$ cat src/rtl/mem_access_ctrl_pkg.sv
// Shared definitions for the load/store initiator: widths, memory op codes
// and small decode helpers used by the controller and its lane aligner.
package mem_access_ctrl_pkg;

    localparam int MemDataWidth  = 32;
    localparam int MemAddrWidth  = 32;
    localparam int ByteSlctWidth = 4;

    localparam logic [MemDataWidth-1:0] ZeroWord    = 32'h0000_0000;
    localparam logic                    ChipEnable  = 1'b1;
    localparam logic                    WriteEnable = 1'b1;

    typedef enum logic [2:0] {
        MemOpLB  = 3'd0,
        MemOpLBU = 3'd1,
        MemOpLH  = 3'd2,
        MemOpLHU = 3'd3,
        MemOpLW  = 3'd4,
        MemOpSB  = 3'd5,
        MemOpSH  = 3'd6,
        MemOpSW  = 3'd7
    } mem_op_e;

    function automatic logic is_store(input mem_op_e op);
        case (op)
            MemOpSB, MemOpSH, MemOpSW: return 1'b1;
            default:                   return 1'b0;
        endcase
    endfunction

    // Halfword ops need an even address, word ops a word-aligned one.
    function automatic logic is_aligned(input mem_op_e op, input logic [1:0] off);
        case (op)
            MemOpLH, MemOpLHU, MemOpSH: return (off[0] == 1'b0);
            MemOpLW, MemOpSW:           return (off == 2'b00);
            default:                    return 1'b1;
        endcase
    endfunction

endpackage

$ cat src/rtl/mem_lane_align.sv
// Big-endian lane steering: store data replication / byte selects, and
// load lane extraction with sign or zero extension.
module mem_lane_align
    import mem_access_ctrl_pkg::*;
(
    input  mem_op_e                  op,
    input  logic [1:0]               off,
    input  logic [MemDataWidth-1:0]  wdata,
    input  logic [MemDataWidth-1:0]  rword,
    output logic [ByteSlctWidth-1:0] byte_slct,
    output logic [MemDataWidth-1:0]  store_data,
    output logic [MemDataWidth-1:0]  load_data
);

    logic [7:0]  byte_s;
    logic [15:0] half_s;

    // Store side: offset 0 is the most significant lane.
    always_comb begin
        byte_slct  = 4'b0000;
        store_data = ZeroWord;
        case (op)
            MemOpSB: begin
                byte_slct  = 4'b1000 >> off;
                store_data = {4{wdata[7:0]}};
            end
            MemOpSH: begin
                byte_slct  = off[1] ? 4'b0011 : 4'b1100;
                store_data = {2{wdata[15:0]}};
            end
            MemOpSW: begin
                byte_slct  = 4'b1111;
                store_data = wdata;
            end
            default: begin
                byte_slct  = 4'b0000;
                store_data = ZeroWord;
            end
        endcase
    end

    // Pick the addressed byte and halfword out of the read word.
    always_comb begin
        byte_s = 8'h00;
        case (off)
            2'd0:    byte_s = rword[31:24];
            2'd1:    byte_s = rword[23:16];
            2'd2:    byte_s = rword[15:8];
            2'd3:    byte_s = rword[7:0];
            default: byte_s = 8'h00;
        endcase
        half_s = off[1] ? rword[15:0] : rword[31:16];
    end

    // Extend the selected lane to a full word.
    always_comb begin
        load_data = ZeroWord;
        case (op)
            MemOpLB:  load_data = {{24{byte_s[7]}}, byte_s};
            MemOpLBU: load_data = {24'h00_0000, byte_s};
            MemOpLH:  load_data = {{16{half_s[15]}}, half_s};
            MemOpLHU: load_data = {16'h0000, half_s};
            MemOpLW:  load_data = rword;
            default:  load_data = ZeroWord;
        endcase
    end

endmodule

$ cat src/rtl/mem_access_ctrl.sv
// Load/store initiator between the MEM stage and the data memory: checks
// alignment, holds the memory port for WAIT_CYCLES extra cycles, stalls the pipe.
module mem_access_ctrl
    import mem_access_ctrl_pkg::*;
#(
    parameter int WAIT_CYCLES = 0
) (
    input  logic                     clk,
    input  logic                     rst,
    input  logic                     req_i,
    input  logic [2:0]               op_i,
    input  logic [MemAddrWidth-1:0]  addr_i,
    input  logic [MemDataWidth-1:0]  wdata_i,
    output logic                     stall_o,
    output logic                     done_o,
    output logic [MemDataWidth-1:0]  rdata_o,
    output logic                     misalign_o,
    output logic [MemAddrWidth-1:0]  badaddr_o,
    output logic                     mem_ce_o,
    output logic                     mem_we_o,
    output logic [MemAddrWidth-1:0]  mem_addr_o,
    output logic [MemDataWidth-1:0]  mem_data_o,
    output logic [ByteSlctWidth-1:0] mem_byte_slct_o,
    input  logic [MemDataWidth-1:0]  mem_data_i
);

    typedef enum logic [1:0] {
        StIdle   = 2'd0,
        StAccess = 2'd1,
        StDone   = 2'd2
    } state_e;

    localparam logic [3:0] WaitInit = 4'(WAIT_CYCLES);

    state_e                    state_r, state_s;
    mem_op_e                   op_r;
    logic [MemAddrWidth-1:0]   addr_r;
    logic [MemDataWidth-1:0]   wdata_r;
    logic [3:0]                wcnt_r;
    logic [MemDataWidth-1:0]   rdata_r;
    logic                      misalign_r;
    logic [MemAddrWidth-1:0]   badaddr_r;

    mem_op_e                   op_in_s;
    logic                      aligned_s, accept_s, fault_s, last_s, access_s;
    logic [ByteSlctWidth-1:0]  slct_s;
    logic [MemDataWidth-1:0]   store_data_s, load_data_s;

    assign op_in_s   = mem_op_e'(op_i);
    assign aligned_s = is_aligned(op_in_s, addr_i[1:0]);
    assign last_s    = (wcnt_r == 4'd0);
    assign access_s  = (state_r == StAccess);

    // Next-state decode; DONE deliberately ignores req_i.
    always_comb begin
        state_s  = state_r;
        accept_s = 1'b0;
        fault_s  = 1'b0;
        case (state_r)
            StIdle: begin
                if (req_i && aligned_s) begin
                    accept_s = 1'b1;
                    state_s  = StAccess;
                end else if (req_i) begin
                    fault_s  = 1'b1;
                    state_s  = StIdle;
                end else begin
                    state_s  = StIdle;
                end
            end
            StAccess: begin
                if (last_s) begin
                    state_s = StDone;
                end else begin
                    state_s = StAccess;
                end
            end
            StDone:  state_s = StIdle;
            default: state_s = StIdle;
        endcase
    end

    // State register.
    always_ff @(posedge clk or negedge rst) begin
        if (!rst) begin
            state_r <= StIdle;
        end else begin
            state_r <= state_s;
        end
    end

    // Request capture and wait-state countdown; reloaded only on accept.
    always_ff @(posedge clk or negedge rst) begin
        if (!rst) begin
            op_r    <= MemOpLB;
            addr_r  <= '0;
            wdata_r <= ZeroWord;
            wcnt_r  <= 4'd0;
        end else if (accept_s) begin
            op_r    <= op_in_s;
            addr_r  <= addr_i;
            wdata_r <= wdata_i;
            wcnt_r  <= WaitInit;
        end else if (access_s && !last_s) begin
            wcnt_r  <= wcnt_r - 4'd1;
        end else begin
            wcnt_r  <= wcnt_r;
        end
    end

    // Load result and misalignment exception registers.
    always_ff @(posedge clk or negedge rst) begin
        if (!rst) begin
            rdata_r    <= ZeroWord;
            misalign_r <= 1'b0;
            badaddr_r  <= '0;
        end else begin
            misalign_r <= fault_s;
            if (access_s && last_s && !is_store(op_r)) begin
                rdata_r <= load_data_s;
            end
            if (fault_s) begin
                badaddr_r <= addr_i;
            end
        end
    end

    mem_lane_align u_lane (
        .op         (op_r),
        .off        (addr_r[1:0]),
        .wdata      (wdata_r),
        .rword      (mem_data_i),
        .byte_slct  (slct_s),
        .store_data (store_data_s),
        .load_data  (load_data_s)
    );

    // Memory port is decoded from state and captured registers only, so it
    // falls to zero the moment reset clears the state register.
    assign mem_ce_o        = access_s ? ChipEnable : 1'b0;
    assign mem_we_o        = (access_s && is_store(op_r)) ? WriteEnable : 1'b0;
    assign mem_addr_o      = access_s ? {addr_r[MemAddrWidth-1:2], 2'b00} : '0;
    assign mem_data_o      = access_s ? store_data_s : ZeroWord;
    assign mem_byte_slct_o = access_s ? slct_s : 4'b0000;

    assign stall_o    = accept_s | access_s;
    assign done_o     = (state_r == StDone);
    assign rdata_o    = rdata_r;
    assign misalign_o = misalign_r;
    assign badaddr_o  = badaddr_r;

endmodule
$ cat config.mk
export PLATFORM = sky130hd
export DESIGN_NAME = mem_access_ctrl
export DESIGN_NICKNAME = d
export VERILOG_FILES = /design/src/rtl/mem_access_ctrl_pkg.sv /design/src/rtl/mem_lane_align.sv /design/src/rtl/mem_access_ctrl.sv
export SDC_FILE = /design/constraint.sdc
export NUM_CORES = 1
export LEC_CHECK = 0
export ABC_CLOCK_PERIOD_IN_PS = 2780
export BUFFER_PORTS_ARGS = -buffer_cell sky130_fd_sc_hd__buf_2
export CORE_ASPECT_RATIO = 0.7
export CORE_MARGIN = 2
export CORE_UTILIZATION = 40
export DETAILED_ROUTE_END_ITERATION = 16
export PLACE_DENSITY = 0.66
export REMOVE_ABC_BUFFERS = 1
export SYNTH_ARGS = -nofsm -noshare
export SYNTH_HDL_FRONTEND = slang
export SYNTH_SLANG_ARGS = --single-unit
$ cat constraint.sdc
create_clock -name clk -period 2.78 [get_ports clk]
set_input_delay 0 -clock clk [delete_from_list [all_inputs] [get_ports clk]]
set_output_delay 0 -clock clk [all_outputs]
set_load 0.05 [all_outputs]
### Word-level counts from Yosys, hierarchy flattened

Index checks and enable logic that the tools add are counted.

| word-level totals | value |
|---|---|
| register bits | 138 |
| bits of input ports | 102 |
| logic and storage cells | 68 |

| operators by class | value |
|---|---|
| $add $sub $neg | 1 |
| eq/ne operators | 17 |
| shifts and indexed selects | 1 |
| mux-type cells | 23 |
| bitwise operators | 2 |
| reductions and logical operators | 16 |

Operator list:

| kind | number |
|---|---|
| 32-bit one-hot mux with 5 select lines | 1 |
| 32-bit one-hot mux with 3 select lines | 1 |
| 32-bit 2-to-1 mux | 2 |
| 8-bit one-hot mux with 4 select lines | 1 |
| 3-bit equality test (second input constant) | 7 |
| 16-bit 2-to-1 mux | 1 |
| 4-bit 2-to-1 mux | 4 |
| 3-bit by 2-bit equality test with 1-bit output (second input constant) | 4 |
| 4-bit one-hot mux with 3 select lines | 1 |
| 1-bit 2-to-1 mux | 9 |
| 2-bit equality test (second input constant) | 3 |
| 2-bit logical NOT | 3 |
| 3-bit OR reduction | 2 |
| 1-bit logical AND | 5 |
| 2-bit by 1-bit equality test with 1-bit output (second input constant) | 2 |
| 4-bit logical NOT | 1 |
| 2-bit one-hot mux with 2 select lines | 1 |
| 4-bit by 2-bit >> shifter with 4-bit output (first input constant) | 1 |
| 4-bit by 1-bit subtractor with 4-bit output (second input constant) | 1 |
| 3-bit by 1-bit equality test with 1-bit output (second input constant) | 1 |
| 3-bit logical NOT | 1 |
| 1-bit logical NOT | 2 |
| 2-bit 2-to-1 mux | 1 |
| 1-bit one-hot mux with 2 select lines | 1 |
| 4 further kinds | 4 |

### Longest topological paths before layout

Gate-level depths: netlist (run 1).

| logic depth | value |
|---|---|
| depth in word-level cells | 7 |
| gate-level depth with buffers | 8 |
| depth with buffers taken out | 6 |

### Hierarchy

Synthesis (run 1) repeated with hierarchy kept, for this count alone.

| unflattened totals | value |
|---|---|
| cell total of the unflattened synthesis | 612 |
| area, all modules | 7199.4 um^2 |

By module, submodules not included:

| module | times used | cells an instance | area each (um^2) |
|---|---|---|---|
| mem_access_ctrl | 1 | 406 | 5775.5 |
| mem_lane_align | 1 | 206 | 1423.9 |

### Worst setup path before layout (run 1)

No wires, ideal clock.

| path | value |
|---|---|
| path type | flip-flop to output port |
| start | register state_r[1] |
| end | output port mem_data_o[0] |
| arrival time | 2.196 ns |
| data required time | 2.780 ns |
| slack | 0.584 ns |
| stages on the path, launching flop included | 6 |
| path through | dfrtp_1 nand2b_1 clkinv_1 nand2_1 nor2_1 and2_1 |

| between the ends | value |
|---|---|
| cells in the longest elaborated chain, start to end | 2 |

RTL lines:

| item | line | source |
|---|---|---|
| start: declaration | mem_access_ctrl.sv:35 | `state_e state_r, state_s;` |
| start signal: assignment | mem_access_ctrl.sv:86 | `state_r <= StIdle;` |
| start signal: assignment | mem_access_ctrl.sv:88 | `state_r <= state_s;` |
| 2-bit by 1-bit equality test with 1-bit output | mem_access_ctrl.sv:52 | `assign access_s = (state_r == StAccess);` |
| 32-bit 2-to-1 mux | mem_access_ctrl.sv:143 | `assign mem_data_o = access_s ? store_data_s : ZeroWord;` |
| end: declaration | mem_access_ctrl.sv:22 | `output logic [MemDataWidth-1:0] mem_data_o,` |

No other way between the ends.

### Final worst setup path (run 1)

| path | value |
|---|---|
| start | register op_r[1] |
| end | output port mem_data_o[3] |

| between the ends | value |
|---|---|
| cells in the longest elaborated chain, start to end | 3 |

RTL lines:

| item | line | source |
|---|---|---|
| start: declaration | mem_access_ctrl.sv:36 | `mem_op_e op_r;` |
| start signal: assignment | mem_access_ctrl.sv:95 | `op_r <= MemOpLB;` |
| start signal: assignment | mem_access_ctrl.sv:100 | `op_r <= op_in_s;` |
| 3-bit equality test | mem_lane_align.sv:22 | `case (op)` |
| 32-bit one-hot mux with 3 select lines (*) | mem_lane_align.sv:22 |  |
| 32-bit 2-to-1 mux (*) | mem_access_ctrl.sv:143 |  |

Mark *: on every way between the ends. The rest lies on a longest branch, timed or not.

==> impl_metrics.ini, run 1 <==
[status]
status = complete, no violations

[clocking]
cts.sinks = 138
clock_path_buffers = 2
clock-root-buffer = clkbuf_16
cts_resized = 0
clk_pin_slew_worst_paths_ns = 0.06
htreeDepth = 4
cts_tree = built
cts_buffers = 17
insertion_delay_ns = 0.42

[sta]
clock_skew_ns = 0.0137
worstMarginPinSlew_ns = 1.00
finalHoldViolCount = 0
slew_violations = 0
finalCriticalPeriod_ns = 2.49
finalSetupTns_ns = 0
maxSlewHeadroom = 0.333
max_freq_ghz = 0.402
rsz0062_at_grt = false
period_share = 0.895
setup_viol = 0
hold_ws_ns = 0.0770

[worst_hold_path]
holdCritPathClass = in2reg
worstHoldPathCells = 4

[layout]
syn2layout_area_growth_pct = 44.7
design_area_um2 = 9770
final_net_count = 1000
drive_gt1_frac = 0.460
multiInputGateArea_um2 = 3060
num_antenna_cells = 0
n_fill_cell = 1308
regArea_um2 = 3450

[synthesis]
ys_warn_count = 0
synth_ff_type = dfrtp_1
synth-seq-cells = 138
ys_types = 48
synth_edf_count = 0
syn_inst = 570
syn_area_um2 = 6750
synthArstFlopShare = 1.00
seq_area_frac_synth = 0.512
avgSynthCellArea_um2 = 11.8

[setup_path]
worstReg2RegStart = wcnt_r[0]$_DFFE_PN0P_
r2r-end = rdata_o[24]$_DFFE_PN0P_
cp-endpoint = mem_data_o[3]
rr_worst_depth = 6
arrival_ns = 2.49
crit_start = op_r[1]$_DFFE_PN0P_
critical_path_class = reg2out
r2r_slack_ns = 0.52
critPathCaptureType = primary output
cp-start-kind = flip-flop
required_ns = 2.78
cp_max_fo = 19

[place]
dpl_cell_area_um2 = 8110
gp_congestion = 0.807
dpl.hpwl_um = 12700
io_buffers = 236

[grt]
grt_pass1_wl_um = 30900
grt_max_degree = 94
antenna_found_initial = 0
first_global_vias = 5987
grt_use_total = 0.217
grt-ovfl-total = 0

[pwr]
power_mw = 9.69
vdd_drop_max_mv = 0.731
power.density_nw_per_um2 = 992
p_leak_nw = 4.59

[floorplanning]
die_area_um2 = 17900
io_pins = 239
die_x_um = 159
rows = 39
coreArea_um2 = 16400
die_height_um = 113
start_util = 0.412

[route]
routed_wl_um = 18900
drtAntennaViolNets = 0
dr.first_iter.drc_count = 319
post_drt_via_cell_ratio = 5.00
num_vias = 5672
drc = 0
firstDrtPassIters = 4
wl_per_cell_um = 16.7

[job]
cap_violations = 0
## worst min path at each step
stage / start / end
3_5_place_dp: rst / addr_r[20]$_DFFE_PN0P_
3_3_place_gp: rst / addr_r[20]$_DFFE_PN0P_
4_1_cts: mem_data_i[10] / rdata_o[10]$_DFFE_PN0P_
6_report: mem_data_i[10] / rdata_o[10]$_DFFE_PN0P_
2_1_floorplan: rst / addr_r[0]$_DFFE_PN0P_
5_1_grt: mem_data_i[10] / rdata_o[10]$_DFFE_PN0P_
## flip-flops by register name (all words and copies together) (netlist names)
name,cells
op_r,3
addr_r,32
misalign_o,1
state_r,2
badaddr_o,32
wcnt_r,4
wdata_r,32
rdata_o,32
## report_power, final
group	internal, mW	leakage [nW]	switching (mW)
Sequential	2.67	1.62	0.459
Clock	1.67	0.321	0.852
Combinational	1.36	2.65	2.69
## per-layer routing
metal / global-route usage / wire length, µm / vias up
li1: - / - / 2658
met1: 0.281 / 8380 / 2795
met2: 0.360 / 9230 / 205
met3: 0.0517 / 1150 / 14
met4: 0.0721 / 167 / 0
met5: 0 / 0 / -
## synthesized netlist by cell type (3+ instances only)
library cell | count | area (µm²)
o21a_1 | 3 | 22.5
buf_6 | 6 | 67.6
nand3_1 | 4 | 20.0
inv_1 | 4 | 15.0
mux2_2 | 118 | 1330
dfrtp_1 | 138 | 3450
o21ai_0 | 9 | 45.0
and2_1 | 57 | 357
nand2_1 | 46 | 173
buf_2 | 16 | 80.1
nor2_1 | 21 | 78.8
o22a_1 | 16 | 140
nand2b_1 | 7 | 43.8
clkbuf_1 | 16 | 60.1
nor2b_1 | 8 | 50.1
a22oi_1 | 15 | 113
mux4_2 | 7 | 158
buf_4 | 3 | 22.5
a21oi_1 | 39 | 195
xnor2_1 | 3 | 26.3
## layout make-up
cell class / instances / area share
sequential: 138 / 0.354
multi-input combinational: 385 / 0.313
timing repair buffer: 348 / 0.234
clock buffer: 22 / 0.0486
tap: 225 / 0.0288
clock inverter: 10 / 0.0193
inverter: 6 / 0.00231
## critical path, stage by stage, from the launching register on
cell and delay [ns]:
dfrtp_1 0.77, nor2_1 0.19, nor2_1 0.61, and2_1 0.24, buf_2 0.27
## cells by family (layout without fill, tap and decap cells)
family	after synthesis	count (layout)	synth area share
and+or+nand+nor	156	156	0.121
adders and majority gates	2	2	0.00371
DFF	138	138	0.512
other	1	2	0.000556
AOI/OAI and AO/OA	95	95	0.0970
muxes	127	127	0.223
xor gates and xnor gates	3	3	0.00389
buffers and inverters	48	386	0.0382
## stage by stage
stage          std cells  worst slack (ns)  utilization
6_report            1134             0.291        0.596
5_1_grt             1134            0.0953        0.596
4_1_cts             1134             0.302        0.596
3_5_place_dp        1003             0.538        0.495
3_3_place_gp        1003             0.698        0.495
2_1_floorplan        529            -0.560            -
## layout by cell type (no fill, tap or decap), types with 4 or more instances in the layout
cell type      instances
clkbuf_16             17
a21oi_1               39
nand2b_1               7
nor2b_1                8
mux2_2               118
buf_4                 12
inv_1                  4
mux4_2                 7
nand2_1               46
dlygate4sd3_1         99
dfrtp_1              138
bufinv_16              5
and2_1                57
o21ai_0                9
o22a_1                16
buf_2                235
nor2_1                21
a22oi_1               15
## timing repair
| item | CTS | global route |
|---|---|---|
| setup endpoints to repair | 0 | 0 |
| hold buffers | 99 | 0 |
| endpoints found under the hold margin | 222 | 0 |
| setup buffers | 0 | 0 |
(Power assumes the default switching activity.)
==> inputs of run 2 (changes only) <==
SYNTH_HIERARCHICAL = 1   (was default)
==> impl_metrics.ini, run 2 <==
[worst_hold_path]
holdCritPathClass = in2reg

[pwr]
p_int_mw = 6.88
p_clk_frac = 0.165
p_leak_nw = 4.79
combPwrFrac = 0.566
switching_power_mw = 6.59
p_seq_frac = 0.270
power.density_nw_per_um2 = 1340
swShare = 0.489
vdd_drop_max_mv = 0.814

[layout]
final_net_count = 1046
final_cell_mix = buf_2, dfrtp_1, mux2_2
design_area_um2 = 10100
final_common_cell = buf_2
syn2layout_area_growth_pct = 40.1
num_antenna_cells = 0
drive_gt1_frac = 0.454

[route]
post_drt_via_cell_ratio = 5.06
num_vias = 6035
firstDrtPassIters = 4
routed_wl_um = 20100
drtAntennaViolNets = 0
drc = 0
wl_per_cell_um = 16.9
dr.first_iter.drc_count = 341

[setup_path]
critical_path_class = reg2reg
cp_max_fo = 26
critPathCaptureType = flip-flop
cp-start-kind = flip-flop
arrival_ns = 2.93
required_ns = 3.09
r2r_slack_ns = 0.16

[synthesis]
synth-seq-cells = 138
yosys.cell_count.top_type = dfrtp_1
yosys-top-cells-area = dfrtp_1, mux2_2, and2_1, o211ai_1, mux2i_1
ys_types = 50
muxShareOfSynthArea = 0.238
syn_area_um2 = 7200
yosysTopAreaCellShare = 0.480
synth_edf_count = 0
synthArstFlopShare = 1.00
synthAdderAreaFrac = 0.00174
avgSynthCellArea_um2 = 11.8
yosysTopAreaCell = dfrtp_1
synthTopCellsByCount = dfrtp_1, mux2_2, and2_1, nor2_1, nand2_1
synth_top_family_by_area = multiplexers
synth_ff_type = dfrtp_1
synth-simple-area-share = 0.132
seq_area_frac_synth = 0.480
synth_xor_area_frac = 0.00243
ys_warn_count = 6
syn_inst = 612
synth_compound_area_frac = 0.0895

[clocking]
cts.sinks = 138
cts_tree = built
insertion_delay_ns = 0.43
clk_pin_slew_worst_paths_ns = 0.06
cts_setup_buffers = 0
htreeDepth = 4
cts_buffers = 17
clock_path_buffers = 2
clock-root-buffer = clkbuf_16

[sta]
setup_viol = 0
clock_skew_ns = 0.0133
finalHoldViolCount = 0
period_share = 0.943
slew_violations = 0
hold_ws_ns = 0.0261
finalCriticalPeriod_ns = 2.62
rsz0062_at_grt = false
maxSlewHeadroom = 0.420
max_freq_ghz = 0.382
worstMarginPinSlew_ns = 0.863

[grt]
grt_pass1_wl_um = 32100
first_global_vias = 6272
grt_max_degree = 80
grt_use_total = 0.214
grt-ovfl-total = 0
antenna_found_initial = 0

[floorplanning]
die_area_um2 = 19100
io_pins = 239
die_x_um = 164
coreArea_um2 = 17800
die_height_um = 116
start_util = 0.404
rows = 41

[job]
cap_violations = 0

[place]
dpl_cell_area_um2 = 8450
io_buffers = 236
dpl.hpwl_um = 12800
gp_congestion = 0.789

[status]
status = complete, no violations
[run 2: power by group through the flow]
stage                     Clock [mW]  Combinational, mW  Sequential (mW)
after floorplan                    0               4.04             5.11
after global placement             0               7.32             3.64
after CTS                       2.28               7.61             3.65
after detailed placement           0               7.37             3.67
after global routing            2.36               8.14             3.79
final                           2.22               7.62             3.63
[run 2: cells by family after synthesis]
kind of cell,Yosys count
fa+ha+maj,1
xor+xnor,2
flops,138
compound gates,92
mux,153
buf+inv,52
other cells,1
simple gates,173
[run 2: final timing paths]
path	to	cells past startpoint	start
max in group asynchronous	badaddr_o[12]$_DFFE_PN0P_	3	rst
worst min register to register	rdata_o[7]$_DFFE_PN0P_	1	rdata_o[7]$_DFFE_PN0P_
worst min-delay path	rdata_o[23]$_DFFE_PN0P_	4	mem_data_i[23]
min in group asynchronous	rdata_o[1]$_DFFE_PN0P_	2	rst
worst max-delay path	rdata_o[3]$_DFFE_PN0P_	7	op_r[2]$_DFFE_PN0P_
worst max register to register	rdata_o[3]$_DFFE_PN0P_	7	op_r[2]$_DFFE_PN0P_
[run 2: metal layers]
metal	global-route usage	share of wire
met5	0	0
met4	0.0971	0.030
met3	0.0554	0.063
met2	0.330	0.46
met1	0.287	0.45
[run 2: timing repair]
action	4_1_cts	5_1_grt
gates resized for setup	0	0
endpoints found under the hold margin	206	0
hold buffers	106	0
[run 2: layout make-up]
cell class                 instances  area [µm²]
multi-input combinational        423        3350
timing repair buffer             357        2390
inverter                           6        22.5
tap                              236         295
clock inverter                    14         136
clock buffer                      18         439
fill                            1529        7710
sequential                       138        3460
[run 2: critical path: stages (launching register included)]
cell	delay (ns)
dfrtp_1	0.42
buf_4	0.19
nor3b_4	0.15
buf_4	0.23
o21bai_1	0.33
a221o_1	0.37
dlygate4sd3_1	0.57
mux2_2	0.26
[run 2: metrics by stage]
stage / util / TNS (ns) / total power, mW / instances / setup WS, ns
2_1_floorplan: - / -5.45 / 9.15 / 567 / -0.209
3_3_place_gp: 0.475 / 0 / 11.0 / 1054 / 0.760
3_5_place_dp: 0.475 / 0 / 11.0 / 1054 / 0.760
4_1_cts: 0.567 / 0 / 13.5 / 1192 / 0.231
5_1_grt: 0.567 / 0 / 14.3 / 1192 / 0.0772
6_report: 0.567 / 0 / 13.5 / 1192 / 0.159
